===== src/rtl/instruction_fetch_if.sv =====
// Fetch-to-memory and fetch-to-decoder signal bundle for the tinycpu front end.
// The master side is the fetch stage; the slave side is its environment (memory, decoder, redirect source).
interface instruction_fetch_if #(
    parameter int ADDR_WIDTH = 16
);
    logic                  enable;
    logic                  mem_en;
    logic [ADDR_WIDTH-1:0] mem_addr;
    logic [31:0]           mem_do;
    logic                  DOR;
    logic                  ack_from_next;
    logic [31:0]           data_out;
    logic [31:0]           pc_out;
    logic                  pc_load;
    logic [31:0]           pc_load_value;

    modport master (
        input  enable, mem_do, ack_from_next, pc_load, pc_load_value,
        output mem_en, mem_addr, DOR, data_out, pc_out
    );

    modport slave (
        output enable, mem_do, ack_from_next, pc_load, pc_load_value,
        input  mem_en, mem_addr, DOR, data_out, pc_out
    );
endinterface


===== src/rtl/instruction_fetch.sv =====
// tinycpu fetch stage: owns the PC, reads one word per fetch from synchronous
// instruction memory and holds it on DOR until the decoder acks or fetch is redirected.
module instruction_fetch #(
    parameter logic [31:0] RESET_PC   = 32'h0000_0000,
    parameter int          ADDR_WIDTH = 16
) (
    input logic                 clk,
    input logic                 reset,
    instruction_fetch_if.master bus
);

    localparam logic [31:0] PC_INIT = RESET_PC & ~32'd3;

    typedef enum logic [1:0] {
        IDLE     = 2'd0,
        ISSUE    = 2'd1,
        WAIT_MEM = 2'd2,
        PRESENT  = 2'd3
    } state_e;

    state_e      state_q, state_d;
    logic [31:0] pc_q, pc_d;
    logic        dor_q, dor_d;
    logic [31:0] data_q, data_d;
    logic [31:0] pc_out_q, pc_out_d;

    always_ff @(posedge clk or negedge reset) begin
        if (!reset) begin
            state_q  <= IDLE;
            pc_q     <= PC_INIT;
            dor_q    <= 1'b0;
            data_q   <= '0;
            pc_out_q <= '0;
        end else begin
            state_q  <= state_d;
            pc_q     <= pc_d;
            dor_q    <= dor_d;
            data_q   <= data_d;
            pc_out_q <= pc_out_d;
        end
    end

    always_comb begin
        state_d  = state_q;
        pc_d     = pc_q;
        dor_d    = dor_q;
        data_d   = data_q;
        pc_out_d = pc_out_q;

        case (state_q)
            IDLE: begin
                if (bus.enable) state_d = ISSUE;
            end
            ISSUE: begin
                state_d = WAIT_MEM;
            end
            WAIT_MEM: begin
                data_d   = bus.mem_do;
                pc_out_d = pc_q;
                dor_d    = 1'b1;
                state_d  = PRESENT;
            end
            PRESENT: begin
                if (bus.ack_from_next) begin
                    dor_d   = 1'b0;
                    pc_d    = pc_q + 32'd4;
                    state_d = bus.enable ? ISSUE : IDLE;
                end
            end
            default: state_d = IDLE;
        endcase

        // Redirect overrides everything, including a read whose data arrives this edge.
        if (bus.pc_load) begin
            pc_d     = bus.pc_load_value & ~32'd3;
            dor_d    = 1'b0;
            data_d   = data_q;
            pc_out_d = pc_out_q;
            state_d  = IDLE;
        end
    end

    assign bus.mem_en   = (state_q == ISSUE);
    assign bus.mem_addr = pc_q[ADDR_WIDTH+1:2];
    assign bus.DOR      = dor_q;
    assign bus.data_out = data_q;
    assign bus.pc_out   = pc_out_q;

endmodule


===== src/flat_wrapper.sv =====
// flat-port wrapper written by rule: the top's interface ports become plain ports
module instruction_fetch_flat 
#(
    parameter logic [31:0] RESET_PC   = 32'h0000_0000,
    parameter int          ADDR_WIDTH = 16
)
  (clk, reset, bus_enable, bus_mem_do, bus_ack_from_next, bus_pc_load, bus_pc_load_value, bus_mem_en, bus_mem_addr, bus_DOR, bus_data_out, bus_pc_out);
  instruction_fetch_if #(.ADDR_WIDTH(ADDR_WIDTH)) bus_i ();
  input logic clk;
  input logic reset;
  input wire logic [$bits(bus_i.enable)-1:0] bus_enable;
  input wire logic [$bits(bus_i.mem_do)-1:0] bus_mem_do;
  input wire logic [$bits(bus_i.ack_from_next)-1:0] bus_ack_from_next;
  input wire logic [$bits(bus_i.pc_load)-1:0] bus_pc_load;
  input wire logic [$bits(bus_i.pc_load_value)-1:0] bus_pc_load_value;
  output wire logic [$bits(bus_i.mem_en)-1:0] bus_mem_en;
  output wire logic [$bits(bus_i.mem_addr)-1:0] bus_mem_addr;
  output wire logic [$bits(bus_i.DOR)-1:0] bus_DOR;
  output wire logic [$bits(bus_i.data_out)-1:0] bus_data_out;
  output wire logic [$bits(bus_i.pc_out)-1:0] bus_pc_out;
  assign bus_i.enable = bus_enable;
  assign bus_i.mem_do = bus_mem_do;
  assign bus_i.ack_from_next = bus_ack_from_next;
  assign bus_i.pc_load = bus_pc_load;
  assign bus_i.pc_load_value = bus_pc_load_value;
  assign bus_mem_en = bus_i.mem_en;
  assign bus_mem_addr = bus_i.mem_addr;
  assign bus_DOR = bus_i.DOR;
  assign bus_data_out = bus_i.data_out;
  assign bus_pc_out = bus_i.pc_out;
  instruction_fetch #(.RESET_PC(RESET_PC), .ADDR_WIDTH(ADDR_WIDTH)) u_core (.clk(clk), .reset(reset), .bus(bus_i));
endmodule

===== config.mk =====
export PLATFORM = sky130hd
export DESIGN_NAME = instruction_fetch_flat
export DESIGN_NICKNAME = d
export VERILOG_FILES = /design/src/rtl/instruction_fetch_if.sv /design/src/rtl/instruction_fetch.sv /design/src/flat_wrapper.sv
export SDC_FILE = /design/constraint.sdc
export NUM_CORES = 1
export LEC_CHECK = 0
export CORE_MARGIN = 3
export CORE_UTILIZATION = 30
export CTS_BUF_LIST = sky130_fd_sc_hd__clkbuf_8
export DETAILED_ROUTE_END_ITERATION = 8
export HOLD_SLACK_MARGIN = 0.06
export PLACE_DENSITY_LB_ADDON = 0.12
export SETUP_SLACK_MARGIN = 0.15
export SYNTH_ARGS = -nofsm -noshare
export SYNTH_HDL_FRONTEND = slang
export SYNTH_SLANG_ARGS = --single-unit

===== constraint.sdc =====
create_clock -name clk -period 3.25 [get_ports clk]
set_input_delay 0.65 -clock clk [delete_from_list [all_inputs] [get_ports clk]]
set_output_delay 0.65 -clock clk [all_outputs]
set_load 0.005 [all_outputs]

==> run_results.csv <==
group,metric,value,unit
logic_synthesis,yosysUniqueCellTypes,33,
clock_tree,path_clk_slew,0.10,ns
drt,drc,0,
setup_path,worstPathRequired,3.55,ns
logic_synthesis,avgSynthCellArea,11.6,um^2
logic_synthesis,ys_ff_latch,95,
finish,fillCellCount,1352,
setup_path,r2r_slack,0.99,ns
clock_tree,cts_sinks,95,
pwr,ir_drop,0.000318,V
drt,ant_nets,0,
die,die-area,0.0160,mm^2
setup_path,timing.rr.end,"u_core.pc_q[29]",
clock_tree,h-tree-depth,3,
clock_tree,cts_buffers,9,
setup_path,reg2regPathDepth,5,
logic_synthesis,synth_top_area_share,54.4,%
logic_synthesis,synth_warnings,0,
setup_path,cp-endpoint,"u_core.pc_q[29]",
drt,post_drt_via_cell_ratio,4.79,
drt,wl_per_cell,16.5,um
setup_path,start_kind,"input port",
clock_tree,clk_latency,0.37,ns
sta,slew_headroom,64.0,%
drt,wl,11300,um
die,die_x,127,um
global_route,antenna_found_initial,0,
sta,period_minus_slack,2.38,ns
die,rows,43,
finish,fin_nets,574,
flow_run,drv_cap,0,
sta,clock_skew,0.00766,ns
setup_path,max_stage_delay,0.59,ns
sta,worst_pin_slew,0.541,ns
drt,topRoutingLayerUsed,"met4",
drt,wl_met2,5240,um
pwr,power_density,730,mW/mm^2
hold_path,min_path_type,"input port to async pin",
drt,first_iter_violations,147,
die,die_h,127,um
sta,rsz0062_at_grt,"false",
sta,min_period_over_period,73.1,%
sta,fin_setup_tns,0,ns
logic_synthesis,yosysSeqAreaShare,54.4,%
setup_path,path_class,"input port to flop",
drt,drt-met1-wl,5230,um
pwr,p_leak,2.39,nW
place,dp.final_hpwl,7840,um
logic_synthesis,yosys-top-cells-area,"dfrtp_1, mux2_2, buf_4",
clock_tree,clk_path_buf_depth,2,
global_route,track_usage,14.3,%
global_route,grt_pass1_wl,18100,um
sta,drv_slew,0,
finish,area_growth,40.1,%
setup_path,worstPathCellList,"clkdlybuf4s50_1 -> and4_1 -> nand2_1 -> or4_1 -> a31oi_1",
global_route,grt-ovfl-total,0,
setup_path,startpoint,"bus_ack_from_next",
sta,hold_viol,0,
global_route,grt_pass1_vias,3336,
sta,setup_viol,0,
setup_path,crit_path_max_fanout,13,
clock_tree,cts_post_setup_buffers_inserted,0,
finish,final_common_cell,"clkdlybuf4s50_1",
finish,final_cell_mix,"clkdlybuf4s50_1, dfrtp_1, mux2_2",
drt,wl_met3,639,um
drt,via_count,3284,
setup_path,crit_arrival,2.68,ns
place,port_buffers,146,
finish,final_util,43.6,%
drt,first_pass_iters,4,
setup_path,cpMaxStageDelayCell,"clkdlybuf4s50_1",
die,start_util,31.1,%
die,io-pin-count,151,
outcome,outcome,"completed",
setup_path,endpoint_kind,"flop",
clock_tree,clockRootBuffer,"clkbuf_8",
logic_synthesis,syn_area,0.00437,mm^2
place,gp_congestion,0.754,
sta,fmax,421,MHz
clock_tree,cts_hold_buf,0,
logic_synthesis,syn_inst,375,
clock_tree,cts_resized,0,
setup_path,r2r_start,"u_core.state_q[1]",
clock_tree,tritoncts,"done",
global_route,grt_max_degree,59,
finish,num_antenna_cells,0,
die,core-area,0.0140,mm^2
logic_synthesis,yosysTopAreaCell,"dfrtp_1",
finish,drive_above_1_share,17.6,%
==> cells in the mapped netlist <==
cell and count:
mux2i_1 1, o21a_1 1, nand3_2 1, ha_1 5
a21oi_1 3, and4_1 2, buf_4 18, nand2_1 25
or3_1 1, clkinv_1 1, o31ai_1 15, or4_1 15
nand3_1 13, inv_1 4, dfrtp_1 95, nor2_1 20
clkbuf_1 20, nor4_1 3, buf_6 1, or4_4 1
nor2b_1 2, mux2_2 62, xor2_1 8, a211oi_1 1
nand4_1 9, and3_1 5, or2_2 1, xnor2_1 4
nand2b_1 3, o21ai_0 16, conb_1 1, a31oi_1 17
nor3_1 1
==> registers in the layout (all words and copies together), names as in the netlist <==
| signal | cells |
|---|---|
| u_core.bus.pc_out | 30 |
| u_core.bus.data_out | 32 |
| u_core.pc_q | 30 |
| u_core.bus.DOR | 1 |
| u_core.state_q | 2 |
==> routing by layer <==
metal  GRT usage [%]  vias up
met5               0        -
met4            5.80        0
met3            3.83       11
met2            21.9       88
met1            19.4     1600
li1                -     1585
==> critical path, delay by kind of cell <==
| kind | cells | cell delay [ns] |
|---|---|---|
| AND/OR/NAND/NOR | 3 | 1.26 |
| buffers and inverters | 1 | 0.59 |
| AO/OA/AOI/OAI | 1 | 0.18 |
==> metrics by stage <==
step | instances | instance area, um^2 | setup WS [ns] | power, mW | hold slack [ns]
finish | 685 | 6120 | 0.874 | 4.47 | 0.252
global route | 685 | 6120 | 0.784 | 4.76 | 0.272
detailed placement | 669 | 5910 | 0.457 | 3.70 | 0.494
global placement | 669 | 5910 | 0.513 | 3.66 | 0.488
floorplan | 376 | 4370 | 1.30 | 2.59 | 0.354
CTS | 685 | 6120 | 0.871 | 4.56 | 0.257
==> layout make-up <==
class | instances | area [um^2] | area share, %
tap | 180 | 225 | 3.68
sequential | 95 | 2380 | 38.9
clock inverter | 6 | 70.1 | 1.15
multi-input combinational | 237 | 1760 | 28.8
clock buffer | 10 | 138 | 2.25
timing repair buffer | 152 | 1530 | 25.0
inverter | 5 | 18.8 | 0.307
==> worst min path at each step <==
stage | startpoint | to | cells after the start
finish | reset | u_core.bus.pc_out[15] | 1
detailed placement | u_core.bus.data_out[17] | u_core.bus.data_out[17] | 1
CTS | reset | u_core.bus.pc_out[15] | 1
floorplan | reset | u_core.bus.DOR | 0
global placement | u_core.bus.data_out[1] | u_core.bus.data_out[1] | 1
global route | reset | u_core.bus.pc_out[15] | 1
==> cell families after synthesis <==
group                      count (synthesis)  synth area share, %
muxes                                     63                 16.2
xor gates and xnor gates                  12                 2.41
other                                      1               0.0859
DFF                                       95                 54.4
AOI/OAI and AO/OA                         53                 7.54
adders and majority gates                  5                 1.43
buffers and inverters                     44                 5.50
and+or+nand+nor                          102                 12.4
==> where the power goes <==
group	switching, mW	total (mW)	leakage, nW	internal [mW]
registers	0.259	1.88	1.13	1.62
logic	0.540	1.75	1.16	1.21
clock network	0.454	0.835	0.106	0.381
(Power assumes the default switching activity.)
